$ cat config.mk
export PLATFORM = sky130hd
export DESIGN_NAME = ttt_game_ctrl
export DESIGN_NICKNAME = d
export VERILOG_FILES = /design/src/rtl/ttt_game_ctrl.sv
export SDC_FILE = /design/constraint.sdc
export NUM_CORES = 1
export LEC_CHECK = 0
export BUFFER_PORTS_ARGS = -buffer_cell sky130_fd_sc_hd__buf_2
export CAP_MARGIN = 25
export CORE_MARGIN = 5
export CORE_UTILIZATION = 55
export DETAILED_ROUTE_END_ITERATION = 16
export PLACE_DENSITY_LB_ADDON = 0.2
export SYNTH_ARGS = -nofsm -noshare
export SYNTH_HDL_FRONTEND = slang
export SYNTH_SLANG_ARGS = --single-unit
$ cat constraint.sdc
create_clock -name clk -period 5.4 [get_ports clk]
set_clock_uncertainty 0.2 [all_clocks]
set_input_delay 0 -clock clk [delete_from_list [all_inputs] [get_ports clk]]
set_output_delay 0 -clock clk [all_outputs]
set_load 0.05 [all_outputs]
$ cat src/rtl/ttt_game_ctrl.sv
// ttt_game_ctrl
// Sequencing controller for a single tic-tac-toe game between X and O.
// It alternates turns, accepts or rejects moves through a valid/ready
// handshake, keeps one 9-bit occupancy board per player, and decides
// win / tie / forfeit.
//
// Handshake: a move transfers on a rising edge where move_valid and
// move_ready are both high. move_ready is high only while a player holds
// the turn. The response (move_ack or move_err) is a one-cycle pulse in
// the following cycle. The requester may hold move_valid; move_ready
// drops during the evaluation cycle, so a held request is not taken twice.
//
// Ports:
//   clk, rst          : clock (rising edge), asynchronous active-high reset
//   start             : one-cycle pulse, aborts any game and starts a new one
//   move_valid        : move request present
//   move_player       : requesting player (0 = X, 1 = O)
//   move_cell         : cell index 0..8 (bit n of a board is cell n)
//   move_ready        : a player holds the turn and moves are accepted
//   move_ack/move_err : one-cycle pulse, move accepted / rejected
//   board_x, board_o  : occupancy boards
//   turn              : player whose turn it is (valid while move_ready)
//   move_count        : accepted moves in the current game, 0..9
//   game_over         : a terminal state (X win, O win, tie) is held
//   winner            : 00 none, 01 X, 10 O, 11 tie
//   dbg_state         : current FSM state encoding, for observation only
module ttt_game_ctrl #(
    parameter bit          FIRST_PLAYER = 1'b0,
    parameter int unsigned TURN_TIMEOUT = 0
) (
    input  logic       clk,
    input  logic       rst,
    input  logic       start,
    input  logic       move_valid,
    input  logic       move_player,
    input  logic [3:0] move_cell,
    output logic       move_ready,
    output logic       move_ack,
    output logic       move_err,
    output logic [8:0] board_x,
    output logic [8:0] board_o,
    output logic       turn,
    output logic [3:0] move_count,
    output logic       game_over,
    output logic [1:0] winner,
    output logic [2:0] dbg_state
);

    localparam int          TW         = 24;
    localparam logic [TW-1:0] TIMER_INIT = TW'(TURN_TIMEOUT);
    localparam bit          TIMER_EN   = (TURN_TIMEOUT != 0);

    typedef enum logic [2:0] {
        S_IDLE   = 3'd0,
        S_X_TURN = 3'd1,
        S_O_TURN = 3'd2,
        S_CHECK  = 3'd3,
        S_X_WIN  = 3'd4,
        S_O_WIN  = 3'd5,
        S_TIE    = 3'd6
    } state_t;

    state_t          state_q, state_d;
    logic [8:0]      board_x_q, board_x_d;
    logic [8:0]      board_o_q, board_o_d;
    logic [3:0]      count_q, count_d;
    logic            turn_q, turn_d;
    logic [1:0]      winner_q, winner_d;
    logic [TW-1:0]   timer_q, timer_d;
    logic            ack_q, ack_d;
    logic            err_q, err_d;
    logic            ready_q, ready_d;
    logic            over_q, over_d;

    // Any of the eight lines fully occupied in one board.
    function automatic logic has_line(input logic [8:0] b);
        return (b[8] & b[7] & b[6]) | (b[5] & b[4] & b[3]) | (b[2] & b[1] & b[0]) |
               (b[8] & b[5] & b[2]) | (b[7] & b[4] & b[1]) | (b[6] & b[3] & b[0]) |
               (b[8] & b[4] & b[0]) | (b[6] & b[4] & b[2]);
    endfunction

    logic [8:0] cell_mask;
    logic       cell_in_range;
    logic       move_legal;
    logic       expired;
    logic [8:0] mover_board;

    always_comb begin
        cell_in_range = (move_cell <= 4'd8);
        // Cells 9..15 shift out of range and give an empty mask.
        cell_mask     = 9'(1) << move_cell;
        move_legal    = (move_player == turn_q) && cell_in_range &&
                        ((cell_mask & (board_x_q | board_o_q)) == 9'd0);
        expired       = TIMER_EN && (timer_q == '0);
        mover_board   = turn_q ? board_o_q : board_x_q;
    end

    always_comb begin
        state_d   = state_q;
        board_x_d = board_x_q;
        board_o_d = board_o_q;
        count_d   = count_q;
        turn_d    = turn_q;
        winner_d  = winner_q;
        timer_d   = timer_q;
        ack_d     = 1'b0;
        err_d     = 1'b0;

        case (state_q)
            S_X_TURN, S_O_TURN: begin
                if (timer_q != '0) begin
                    timer_d = timer_q - 1'b1;
                end
                if (move_valid && move_legal) begin
                    // A legal move on the expiry cycle beats the forfeit.
                    if (turn_q) board_o_d = board_o_q | cell_mask;
                    else        board_x_d = board_x_q | cell_mask;
                    count_d = count_q + 4'd1;
                    ack_d   = 1'b1;
                    state_d = S_CHECK;
                end else begin
                    if (move_valid) begin
                        err_d = 1'b1;
                    end
                    if (expired) begin
                        if (state_q == S_X_TURN) begin
                            state_d  = S_O_WIN;
                            winner_d = 2'b10;
                        end else begin
                            state_d  = S_X_WIN;
                            winner_d = 2'b01;
                        end
                    end
                end
            end
            S_CHECK: begin
                // Only the player who just moved can have completed a line.
                if (has_line(mover_board)) begin
                    state_d  = turn_q ? S_O_WIN : S_X_WIN;
                    winner_d = turn_q ? 2'b10 : 2'b01;
                end else if (count_q == 4'd9) begin
                    state_d  = S_TIE;
                    winner_d = 2'b11;
                end else begin
                    turn_d  = ~turn_q;
                    state_d = turn_q ? S_X_TURN : S_O_TURN;
                    timer_d = TIMER_INIT;
                end
            end
            default: begin
                // IDLE and terminal states hold until start.
            end
        endcase

        // start overrides anything decided above, including a same-cycle move.
        if (start) begin
            board_x_d = 9'd0;
            board_o_d = 9'd0;
            count_d   = 4'd0;
            winner_d  = 2'b00;
            timer_d   = TIMER_INIT;
            turn_d    = FIRST_PLAYER;
            ack_d     = 1'b0;
            err_d     = 1'b0;
            state_d   = FIRST_PLAYER ? S_O_TURN : S_X_TURN;
        end

        ready_d = (state_d == S_X_TURN) || (state_d == S_O_TURN);
        over_d  = (state_d == S_X_WIN) || (state_d == S_O_WIN) || (state_d == S_TIE);
    end

    always_ff @(posedge clk or posedge rst) begin
        if (rst) begin
            state_q   <= S_IDLE;
            board_x_q <= 9'd0;
            board_o_q <= 9'd0;
            count_q   <= 4'd0;
            turn_q    <= FIRST_PLAYER;
            winner_q  <= 2'b00;
            timer_q   <= TIMER_INIT;
            ack_q     <= 1'b0;
            err_q     <= 1'b0;
            ready_q   <= 1'b0;
            over_q    <= 1'b0;
        end else begin
            state_q   <= state_d;
            board_x_q <= board_x_d;
            board_o_q <= board_o_d;
            count_q   <= count_d;
            turn_q    <= turn_d;
            winner_q  <= winner_d;
            timer_q   <= timer_d;
            ack_q     <= ack_d;
            err_q     <= err_d;
            ready_q   <= ready_d;
            over_q    <= over_d;
        end
    end

    assign move_ready = ready_q;
    assign move_ack   = ack_q;
    assign move_err   = err_q;
    assign board_x    = board_x_q;
    assign board_o    = board_o_q;
    assign turn       = turn_q;
    assign move_count = count_q;
    assign game_over  = over_q;
    assign winner     = winner_q;
    assign dbg_state  = state_q;

endmodule

### Word-level counts from Yosys, hierarchy flattened

Index checks and enable logic that the tools add are counted.

* output and inout port bits: 32
* input bits: 9
* logic and storage cells: 107
* register bits after elaboration: 32

* add/sub/neg operators: 1
* magnitude comparators: 1
* reduce and logical (&&, ||, !) cells: 18
* multiplexer cells: 35
* shift operators: 1
* equal/unequal tests: 13
* bitwise operators: 28

Operators by type and width (number)
* 9-bit two-way mux: 9
* 9-bit bitwise OR: 3
* 1-bit AND: 16
* 1-bit two-way mux: 12
* 2-bit two-way mux: 6
* 3-bit two-way mux: 4
* 4-bit two-way mux: 3
* 9-bit AND: 1
* 3-bit by 2-bit equality test with 1-bit output, second input constant: 3
* 3-bit equality test, second input constant: 3
* 9-bit logical NOT: 1
* 3-bit AND reduction: 3
* 1-bit by 4-bit left shift with 9-bit output, first input constant: 1
* 2-bit nonzero test: 4
* 1-bit bitwise OR: 7
* 3-bit by 1-bit equality test with 1-bit output, second input constant: 2
* 2-bit inequality test, second input constant: 3
* 3-bit case mux with 2 select lines: 1
* 4-bit by 1-bit adder with 4-bit output, second input constant: 1
* 4-bit equality test, second input constant: 1
* 4-bit <= comparator, second input constant: 1
* 2-bit AND reduction: 2
* 1-bit logical AND: 3
* 1-bit logical OR: 3
* other kinds (4): 4

### Logic depth before layout (Yosys ltp)

Gate-level depths: netlist of the first run.

* word-level depth: 16
* gate-level depth with buffers: 9
* mapped depth without buffers: 7

### Worst setup path after synthesis of the first run

Ideal clock, no wire load.

* path type: register to register
* from: register turn_q, in the netlist turn
* to: register ready_q, in the netlist move_ready
* library setup time: 0.120 ns
* stages on the path, launching flop included: 8
* clock period less this slack: 2.267 ns
* arrival time: 1.947 ns
* path slack: 3.133 ns
* path buffers: 1
* data required time: 5.080 ns
* cells stage by stage: dfrtp_1 -> buf_2 -> nand2_1 -> o32ai_1 -> nor4_4 -> o311ai_2 -> xnor2_1 -> a31o_1

* cells in the longest elaborated chain, start to end: 15
* elaborated cells between the ends (all ways): 38
* those cells by class: eq/ne: 3; mux: 8; bitwise: 23; reduce/logical: 4

RTL lines
* start, declared: line 67 `logic turn_q, turn_d;`
* start signal, assigned: line 190 `turn_q <= turn_d;`
* 9-bit two-way mux: line 95 `mover_board = turn_q ? board_o_q : board_x_q;`
* 1-bit AND (2 in series): line 77 `return (b[8] & b[7] & b[6]) | (b[5] & b[4] & b[3]) | (b[2] & b[1] & b[0]) |`
* 1-bit bitwise OR (3 in series): line 77
* 1-bit bitwise OR (3 in series): line 78 `(b[8] & b[5] & b[2]) | (b[7] & b[4] & b[1]) | (b[6] & b[3] & b[0]) |`
* 1-bit bitwise OR: line 79 `(b[8] & b[4] & b[0]) | (b[6] & b[4] & b[2]);`
* 3-bit two-way mux: line 138 `if (has_line(mover_board)) begin`
* 3-bit case mux with 2 select lines (*): line 109 `case (state_q)`
* 3-bit two-way mux (*): line 156 `if (start) begin`
* 3-bit by 1-bit equality test with 1-bit output or 3-bit by 2-bit equality test with 1-bit output (tied branches): line 168 `ready_d = (state_d == S_X_TURN) || (state_d == S_O_TURN);`
* 1-bit logical OR (*): line 168
* via ready_d: line 72 `logic ready_q, ready_d;`
* end signal, assigned: line 195 `ready_q <= ready_d;`
* end, declared: line 72

The timed path passes the listed nets; every way through them passes the cells marked *.
A chain may end at the register's enable or synchronous reset.

### Worst setup path in the final report of the first run

* from: register turn_q, in the netlist turn
* to: register board_o_q[8], in the netlist board_o[8]

* cells in the longest elaborated chain, start to end: 6
* elaborated cells between the ends (all ways): 7
* those cells by class: eq/ne: 1; reduce/logical: 6

RTL lines
* 1-bit equality test: line 92 `move_legal = (move_player == turn_q) && cell_in_range &&`
* 1-bit logical AND (2 in series): line 92
* 1-bit logical AND: line 114 `if (move_valid && move_legal) begin`
* 2-bit nonzero test (no line)
* 3-bit AND reduction (no line) (*)
* end signal, assigned: line 188 `board_o_q <= board_o_d;`
* end, declared: line 65 `logic [8:0] board_o_q, board_o_d;`

Every way passes the cells marked *; elsewhere a longest branch is shown, timed or not.

==> key figures, run 1 <==
STA
  • Final min period: 3291 ps
  • Setup_tns: 0 ps
  • Fmax: 303.9 MHz
  • Period utilization: 60.95%
  • Slew HR: 37.94%
  • Hold Violations, Final: 0
  • RSZ-0062 raised after global routing: false
  • Final setup viols: 0
  • Worst hold slack: 83.48 ps
  • Tightest Pin Transition: 931.0 ps
  • Slew Limit Fails: 0

Placement
  • Routability cong.: 0.8287
  • Post-DP HPWL: 2.912 mm
  • Dpl cell area: 0.001931 mm^2
  • Port-buffer cells: 40

Clock tree
  • CTS H-tree depth: 2
  • # resized after CTS: 0
  • Clk_lat worst skew: 330 ps
  • Max Root-Sink Buffers: 2
  • CTS sink count: 32
  • Clk root buf: clkbuf_4
  • Clock slew at reported path FFs: 90 ps
  • Total CTS buffers: 5
  • Post-CTS Setup Inserts: 0
  • TritonCTS clock tree: done

Worst setup path
  • Critical path peak fanout: 25
  • Reg2reg start: turn
  • Worst flop-to-flop path endpoint: board_o[8]
  • Crit end category: flip-flop
  • Crit start category: flip-flop
  • Crit path from: turn
  • Worst EP required: 5470 ps
  • Setup CP Type: reg -> reg
  • Worst EP arrival: 3360 ps
  • R2r worst-path depth: 7
  • Worst R2R Setup Slack: 2110 ps

Cells and area
  • Final instance area: 0.002058 mm^2
  • # diodes: 0
  • Area Growth Syn to Fin: 18.94%
  • Commonest non-fill, non-tap cell in the layout: buf_2
  • Nets: 235
  • Share of cells above drive strength 1: 27.03%
  • Commonest cells after routing, fill and taps aside: 40 x buf_2, 32 x dfrtp_1, 24 x nor2_1, 17 x a31oi_1, 11 x a22oi_1

Global routing
  • First-pass GRT wire length: 7.362 mm
  • Initial antenna violation count: 0
  • Met2 Track Usage GR: 34.82%
  • Vias in the first global route: 1590
  • Routing usage on met3: 4.422%
  • Gr busiest metal: met2
  • Tot GR Track Use: 21.95%
  • Grt ovf: 0
  • Pin count of the biggest net entering global routing: 33
  • Met1 usage: 28.74%

Yosys
  • Ys async rst share: 100.0%
  • Seq cells post-synth: 32
  • Avg Inst Size Synth: 9.776 um^2
  • Sequential area share after synthesis: 46.28%
  • Synth Net Count: 188
  • Synthesized cell area: 0.001730 mm^2
  • Prevailing post-synth register cell: dfrtp_1
  • Cells after Synth: 177
  • Yosys cell types: 41
  • Synth warnings: 0
  • Number of synthesized flops with an enable pin: 0

Hold path
  • Worst Hold Class: in -> async

Route
  • Remaining DRCs: 0
  • Detailed Route WL: 4.333 mm
  • Wire per inst: 16.29 um
  • 1st-iter DRT viols: 113
  • Routed Antenna Nets: 0
  • First-pass iteration count of the detailed router: 5
  • Via count: 1611
  • Vias per inst: 6.056

Floorplanning
  • Starting Density: 57.15%
  • Die Ht: 66.09 um
  • Core area: 0.003028 mm^2
  • Die X: 66.09 um
  • Die area: 0.004368 mm^2
  • IO Count: 41
  • Site Rows: 20

Power and ir drop
  • Leak Pwr: 0.9679 nW
  • Cell Pwr Density: 222.3 mW/mm^2
  • Peak VDD IR: 0.0001394 V

Run
  • Max-Cap Viols: 0

Run status
  • Status: finished, final reports clean
flip-flops by register name, indices dropped and copies added (netlist names):
name / cells
board_o: 9
board_x: 9
move_count: 4
dbg_state: 3
winner: 2
game_over: 1
move_ack: 1
move_err: 1
move_ready: 1
turn: 1
worst max-delay path by stage:
stage	to	slack (ps)	cells past startpoint
2_1_floorplan	move_ready	3130	7
3_3_place_gp	board_x[8]	2820	6
3_5_place_dp	move_count[1]	2720	6
4_1_cts	board_o[8]	2200	7
5_1_grt	board_o[8]	1940	7
6_report	board_o[8]	2110	7
logic make-up after synthesis:
| family | after synthesis | synth area share [%] |
|---|---|---|
| AND/OR/NAND/NOR | 66 | 23.21 |
| AO/OA/AOI/OAI | 52 | 20.75 |
| flip-flops | 32 | 46.28 |
| buffers and inverters | 20 | 5.784 |
| XOR/XNOR | 5 | 2.531 |
| adder cells (fa/ha/maj) | 2 | 1.446 |
area by class of cell:
| cell class | count | area (um^2) |
|---|---|---|
| Fill cell | 242 | 969.7 |
| Tap cell | 44 | 55.05 |
| Sequential cell | 32 | 800.8 |
| Inverter | 10 | 37.54 |
| Timing Repair Buffer | 50 | 297.8 |
| Clock buffer | 5 | 37.54 |
| Multi-Input combinational cell | 125 | 829.5 |
where the power goes:
group | switching, mW | internal, mW
clock network | 0.0728 | 0.0433
registers | 0.0103 | 0.245
logic | 0.0593 | 0.0265
metal layers:
layer,wire [um],up-vias
met4,97,0
met1,1883,760
met2,2025,92
met5,0,-
li1,-,747
met3,327,12
cell usage after synthesis, drive strengths merged (4+ instances only):
library cell   n  share of area, %
nand2          6               1.3
nor3           6               1.7
o32ai          4               2.0
nor2          24               5.2
buf            5               2.5
a21oi          9               2.6
inv           10               2.2
o21ai          4               1.2
or2            5               1.8
a31oi         17               6.1
clkbuf         5               1.1
a22oi         11               4.8
dfrtp         32                46
worst max-delay path: stages, from the launching register on:
cell	delay, ps
dfrtp_1	810
xor2_1	140
a21oi_1	150
and4b_4	250
and3_1	780
a41oi_1	200
nor2_1	130
dlygate4sd3_1	550
metrics by stage:
| stage | cells | worst slack (ps) | total power [mW] | util (%) |
|---|---|---|---|---|
| after floorplan | 177 | 3133 | 0.3232 | - |
| after global placement | 252 | 2822 | 0.3379 | 63.76 |
| after detailed placement | 252 | 2718 | 0.3410 | 63.76 |
| after CTS | 266 | 2195 | 0.4608 | 67.98 |
| after global routing | 266 | 1943 | 0.4818 | 67.98 |
| final | 266 | 2109 | 0.4576 | 67.98 |
timing repair:
| item | in CTS | in global routing |
|---|---|---|
| endpoints found under the hold margin | 57 | 0 |
| setup endpoints to repair | 0 | 0 |
| hold buffers | 9 | 0 |
(Power assumes the default switching activity.)
==> run 2, diff against run 1 <==
--- a/config.mk
+++ b/config.mk
@@ -8,7 +8,7 @@
 export BUFFER_PORTS_ARGS = -buffer_cell sky130_fd_sc_hd__buf_2
 export CAP_MARGIN = 25
 export CORE_MARGIN = 5
-export CORE_UTILIZATION = 55
+export CORE_UTILIZATION = 53
 export DETAILED_ROUTE_END_ITERATION = 16
 export PLACE_DENSITY_LB_ADDON = 0.2
 export SYNTH_ARGS = -nofsm -noshare
==> constraint.sdc (replaced) <==
create_clock -name clk -period 3.25 [get_ports clk]
set_clock_uncertainty 0.2 [all_clocks]
set_input_delay 0 -clock clk [delete_from_list [all_inputs] [get_ports clk]]
set_output_delay 0 -clock clk [all_outputs]
set_load 0.05 [all_outputs]
==> run 2 against run 1 <==
Non-clock buffer count is the same. Setup slack worse by 1800 ps. Flip-flop and latch count did not move. Critical path depth is the same. Routed wire length up 2.2%. Global-route usage grew 0.83 points. First-iteration DRC count is 36% higher. Hold slack lost 20 ps. Final area is 1.2% higher. Via count shrank 1.7%. Clock power rose by 120%. Combinational power up 67%.
==> key figures, run 2 (synthesis results as in run 1) <==
Cells and area
  • Commonest cells after routing, fill and taps aside: 40 x buf_2, 32 x dfrtp_1, 24 x nor2_1, 17 x a31oi_1, 11 x a22oi_1
  • Share of cells above drive strength 1: 28.13% (+1.1 points)
  • Commonest non-fill, non-tap cell in the layout: buf_2
  • Final instance area: 0.002083 mm^2 (+1.2%)
  • Area Growth Syn to Fin: 20.39%
  • # diodes: 0 (unchanged)
  • Nets: 235 (unchanged)
  • Post-route insts no fill: 268 (+0.75%)

Route
  • Vias per inst: 5.910 (-2.4%)
  • Via count: 1584 (-1.7%)
  • First-pass iteration count of the detailed router: 4 (-1)
  • Detailed Route WL: 4.427 mm (+2.2%)
  • 1st-iter DRT viols: 154 (+36%)
  • Remaining DRCs: 0 (unchanged)
  • Wire per inst: 16.52 um (+1.4%)
  • Routed Antenna Nets: 0 (unchanged)

Power and ir drop
  • Int Pwr: 574.9 uW (+82%)
  • Clk pwr share: 31.1% (+5.7 points)
  • Leak Pwr: 0.9810 nW (+1.3%)
  • Peak VDD IR: 0.0002668 V (+91%)
  • Sw Share: 30.25% (-0.86 points)
  • Register share of total power: 51.5% (-4.4 points)
  • P_sw: 249.3 uW (+75%)
  • Cell Pwr Density: 395.7 mW/mm^2 (+78%)
  • Logic pwr share: 17.4% (-1.4 points)

Worst setup path
  • Worst EP arrival: 3020 ps (-340 ps)
  • Critical path peak fanout: 24 (-4.0%)
  • Crit end category: flip-flop
  • Setup CP Type: reg -> reg
  • Worst R2R Setup Slack: 310 ps (-1800 ps)
  • Crit start category: flip-flop
  • Worst EP required: 3330 ps (-2140 ps)

Hold path
  • Worst Hold Class: in -> reg

Clock tree
  • CTS H-tree depth: 2 (unchanged)
  • TritonCTS clock tree: done
  • Max Root-Sink Buffers: 2 (unchanged)
  • # hold bufs at CTS: 8 (-1)
  • Clock slew at reported path FFs: 100 ps (about the same)
  • Post-CTS Setup Inserts: 0 (unchanged)
  • Clk_lat worst skew: 340 ps (about the same)
  • # resized after CTS: 0 (unchanged)
  • Total CTS buffers: 5 (unchanged)
  • Clk root buf: clkbuf_4
  • CTS sink count: 32 (unchanged)

Global routing
  • First-pass GRT wire length: 7.748 mm (+5.2%)
  • Met1 usage: 29.29% (+0.55 points)
  • Tot GR Track Use: 22.78% (+0.83 points)
  • Routing usage on met3: 4.992% (+0.57 points)
  • Pin count of the biggest net entering global routing: 33 (unchanged)
  • Met2 Track Usage GR: 36.32% (+1.5 points)
  • Grt ovf: 0 (unchanged)
  • Gr busiest metal: met2
  • Vias in the first global route: 1592 (+0.13%)
  • Initial antenna violation count: 0 (unchanged)

Run
  • Max-Cap Viols: 0 (unchanged)

Floorplanning
  • IO Count: 41 (unchanged)
  • Site Rows: 20 (unchanged)
  • Core area: 0.003103 mm^2 (+2.5%)
  • Die X: 67.14 um (+1.6%)
  • Die Ht: 67.14 um (+1.6%)
  • Starting Density: 55.77% (-1.4 points)
  • Die area: 0.004508 mm^2 (+3.2%)

Placement
  • Dpl cell area: 0.001938 mm^2 (+0.39%)
  • Post-DP HPWL: 3.103 mm (+6.6%)
  • Placed Cells: 253 (+0.40%)
  • Routability cong.: 0.9031 (+9.0%)
  • Port-buffer cells: 40 (unchanged)
  • Place WS: 694.9 ps (-2023 ps)

STA
  • Slew Limit Fails: 0 (unchanged)
  • Fmax: 340.4 MHz (+12%)
  • Tightest Pin Transition: 750.5 ps (-180.5 ps)
  • Final min period: 2938 ps (-353.3 ps)
  • Final setup margin: 312.2 ps (-1797 ps)
  • Setup_tns: 0 ps (unchanged)
  • Period utilization: 90.39% (+29 points)
  • Hold Violations, Final: 0 (unchanged)
  • RSZ-0062 raised after global routing: false
  • Worst hold slack: 63.19 ps (-20.29 ps)
  • Final setup viols: 0 (unchanged)
  • Slew HR: 49.97% (+12 points)

Run status
  • Status: finished, final reports clean
==> run 2: power groups by stage <==
stage | Combinational (mW) | Clock (mW) | Sequential (mW)
6_report | 0.143 | 0.256 | 0.425
5_1_grt | 0.156 | 0.286 | 0.427
4_1_cts | 0.143 | 0.263 | 0.424
3_5_place_dp | 0.137 | 0 | 0.432
3_3_place_gp | 0.133 | 0 | 0.431
2_1_floorplan | 0.0755 | 0 | 0.462
==> run 2: through the flow <==
| step | utilization [%] | power (mW) |
|---|---|---|
| 3_5_place_dp | 62.46 | 0.5689 |
| 4_1_cts | 67.14 | 0.8307 |
| 5_1_grt | 67.14 | 0.8695 |
| 6_report | 67.14 | 0.8243 |
| 2_1_floorplan | - | 0.5371 |
| 3_3_place_gp | 62.46 | 0.5636 |
==> run 2: routing by layer <==
| layer | vias to the layer above | share of wire [%] |
|---|---|---|
| met5 | - | 0 |
| met4 | 0 | 2.6 |
| li1 | 741 | - |
| met3 | 14 | 9.7 |
| met1 | 736 | 42 |
| met2 | 93 | 46 |
==> run 2: path summary, 6_finish.rpt <==
kind,from,end,cells past startpoint
min,move_player,move_err,5
min in group asynchronous,rst,winner[1],4
min reg2reg,board_x[5],board_x[5],2
max,turn,board_o[8],7
max in group asynchronous,rst,board_o[6],4
max reg2reg,turn,board_o[8],7
==> run 2: cell type report <==
class,instances,area [um^2]
Clock buffer,7,65.06
Sequential cell,32,800.8
Inverter,10,37.54
Fill cell,267,1020
Multi-Input combinational cell,125,829.5
Timing Repair Buffer,50,295.3
Tap cell,44,55.05
==> run 2: critical path, stage by stage (launching register included) <==
cell           delay [ps]
dfrtp_1               840
xor2_1                130
a21oi_1               150
and4b_4               240
and3_1                420
a41oi_1               170
nor2_1                150
dlygate4sd3_1         570
==> run 3, diff against run 2 <==
--- a/config.mk
+++ b/config.mk
@@ -8,7 +8,7 @@
 export BUFFER_PORTS_ARGS = -buffer_cell sky130_fd_sc_hd__buf_2
 export CAP_MARGIN = 25
 export CORE_MARGIN = 5
-export CORE_UTILIZATION = 53
+export CORE_UTILIZATION = 55
 export DETAILED_ROUTE_END_ITERATION = 16
 export PLACE_DENSITY_LB_ADDON = 0.2
 export SYNTH_ARGS = -nofsm -noshare
==> constraint.sdc (replaced) <==
create_clock -name clk -period 3.8 [get_ports clk]
set_clock_uncertainty 0.2 [all_clocks]
set_input_delay 0 -clock clk [delete_from_list [all_inputs] [get_ports clk]]
set_output_delay 0 -clock clk [all_outputs]
set_load 0.05 [all_outputs]
==> run 3 against run 2 <==
Global-route usage is 0.43 points lower. Combinational power fell by 15%. Via count is 0.88% higher. Critical path type unchanged. Sequential power fell by 15%. Largest cell class unchanged. Maximum frequency is 10% lower.
==> key figures, run 3 (synthesis results as in run 1) <==
Cells and area
  • Commonest cells after routing, fill and taps aside: 40 x buf_2, 32 x dfrtp_1, 24 x nor2_1, 17 x a31oi_1, 11 x a22oi_1
  • Final instance area: 0.002069 mm^2 (-0.66%)
  • Area Growth Syn to Fin: 19.59%
  • Nets: 234 (-0.43%)
  • Util after Layout: 68.35% (+1.2 points)
  • Register area: 800.8 um^2 (unchanged)
  • Share of cells above drive strength 1: 27.23% (-0.89 points)
  • Footprint of the multi-input gates: 829.5 um^2 (unchanged)
  • Commonest non-fill, non-tap cell in the layout: buf_2
  • Filler instances: 242 (-9.4%)
  • # diodes: 0 (unchanged)

STA
  • Worst hold slack: 79.30 ps (+16.11 ps)
  • RSZ-0062 raised after global routing: false
  • Fmax: 306.5 MHz (-10%)
  • Period utilization: 85.86% (-4.5 points)
  • Slew Limit Fails: 0 (unchanged)
  • Tightest Pin Transition: 930.3 ps (+179.8 ps)
  • Final min period: 3263 ps (+324.9 ps)
  • Slew HR: 37.98% (-12 points)
  • Setup_tns: 0 ps (unchanged)
  • Hold Violations, Final: 0 (unchanged)
  • Final setup viols: 0 (unchanged)

Placement
  • Port-buffer cells: 40 (unchanged)
  • Post-DP HPWL: 2.919 mm (-5.9%)
  • Dpl cell area: 0.001931 mm^2 (-0.39%)
  • Routability cong.: 0.8288 (-8.2%)

Worst setup path
  • Setup CP Type: reg -> reg
  • Reg2reg start: turn
  • Critical path peak fanout: 25 (+4.2%)
  • R2r worst-path depth: 7 (unchanged)
  • Crit start category: flip-flop
  • Setup crit end: board_x[8]
  • Crit end category: flip-flop
  • Worst R2R Setup Slack: 540 ps (+230 ps)
  • Worst EP required: 3870 ps (+540 ps)
  • Worst EP arrival: 3330 ps (+310 ps)
  • Worst flop-to-flop path endpoint: board_x[8]
  • Crit path from: turn

Clock tree
  • Max Root-Sink Buffers: 2 (unchanged)
  • CTS H-tree depth: 2 (unchanged)
  • # hold bufs at CTS: 8 (unchanged)
  • Clk_lat worst skew: 330 ps (about the same)
  • Post-CTS Setup Inserts: 0 (unchanged)
  • CTS sink count: 32 (unchanged)
  • Total CTS buffers: 5 (unchanged)
  • TritonCTS clock tree: done
  • # resized after CTS: 0 (unchanged)
  • Clock slew at reported path FFs: 90 ps (about the same)
  • Clk root buf: clkbuf_4

Hold path
  • Worst Hold Class: in -> async

Floorplanning
  • Core area: 0.003028 mm^2 (-2.4%)
  • Die X: 66.09 um (-1.6%)
  • Die area: 0.004368 mm^2 (-3.1%)
  • Die Ht: 66.09 um (-1.6%)
  • Starting Density: 57.15% (+1.4 points)
  • Site Rows: 20 (unchanged)
  • IO Count: 41 (unchanged)

Global routing
  • First-pass GRT wire length: 7.452 mm (-3.8%)
  • Vias in the first global route: 1551 (-2.6%)
  • Tot GR Track Use: 22.35% (-0.43 points)
  • Grt ovf: 0 (unchanged)
  • Initial antenna violation count: 0 (unchanged)
  • Pin count of the biggest net entering global routing: 33 (unchanged)

Run status
  • Status: finished, final reports clean

Power and ir drop
  • Peak VDD IR: 0.0002606 V (-2.3%)
  • Leak Pwr: 0.9708 nW (-1.0%)
  • Cell Pwr Density: 331.5 mW/mm^2 (-16%)

Route
  • Via count: 1598 (+0.88%)
  • Wire per inst: 16.08 um (-2.7%)
  • First-pass iteration count of the detailed router: 4 (unchanged)
  • Routed Antenna Nets: 0 (unchanged)
  • Remaining DRCs: 0 (unchanged)
  • 1st-iter DRT viols: 78 (-49%)
  • Detailed Route WL: 4.309 mm (-2.7%)
  • Vias per inst: 5.963 (+0.88%)

Run
  • Max-Cap Viols: 0 (unchanged)
[run 3: cell types whose count changed in the layout (fill, tap and decap cells not counted)]
cell / delta
buf_4: -1
clkbuf_1: +2
clkbuf_8: -1
[run 3: layer usage]
metal / up-vias / wire length (um) / GRT usage [%]
li1: 752 / - / -
met1: 768 / 1934 / 30.04
met2: 69 / 1992 / 33.83
met3: 9 / 311 / 4.592
met4: 0 / 70 / 11.42
met5: - / 0 / 0
[run 3: area by class of cell]
cell class | instances | area share (%)
multi-input cells | 125 | 40.08
well taps | 44 | 2.660
clock buffers | 8 | 2.842
inverters | 10 | 1.814
flip-flops and latches | 32 | 38.69
repair buffers | 49 | 13.91
[run 3: through the flow]
stage / power, mW / worst slack (ps) / instances
after global placement: 0.4801 / 1221 / 252
after floorplan: 0.4593 / 1533 / 177
after detailed placement: 0.4843 / 1103 / 252
after CTS: 0.6943 / 599.6 / 268
after global routing: 0.7267 / 339.5 / 268
final: 0.6861 / 537.3 / 268
[run 3: how the worst min path moves through the flow]
stage | start | endpoint | slack [ps] | depth (start not counted)
floorplan | start | dbg_state[0] | -90 | 1
global placement | rst | move_count[0] | -110 | 3
detailed placement | rst | move_count[1] | -100 | 3
CTS | move_player | move_err | 60 | 5
global route | move_player | move_err | 80 | 5
finish | rst | move_count[1] | 80 | 4
[run 3: worst max-delay path, cell delays in order, from the launching register on]
cell and delay (ps):
dfrtp_1 830, xor2_1 140, a21oi_1 140, and4b_4 250, and3_1 780, a41oi_1 200
nor2_1 110, dlygate4sd3_1 550
[run 3: power by group]
group / internal, mW / switching, mW / total [mW]
Sequential: 0.349 / 0.0145 / 0.363
Clock: 0.0912 / 0.109 / 0.201
Combinational: 0.0375 / 0.0848 / 0.122
Total: 0.477 / 0.209 / 0.686
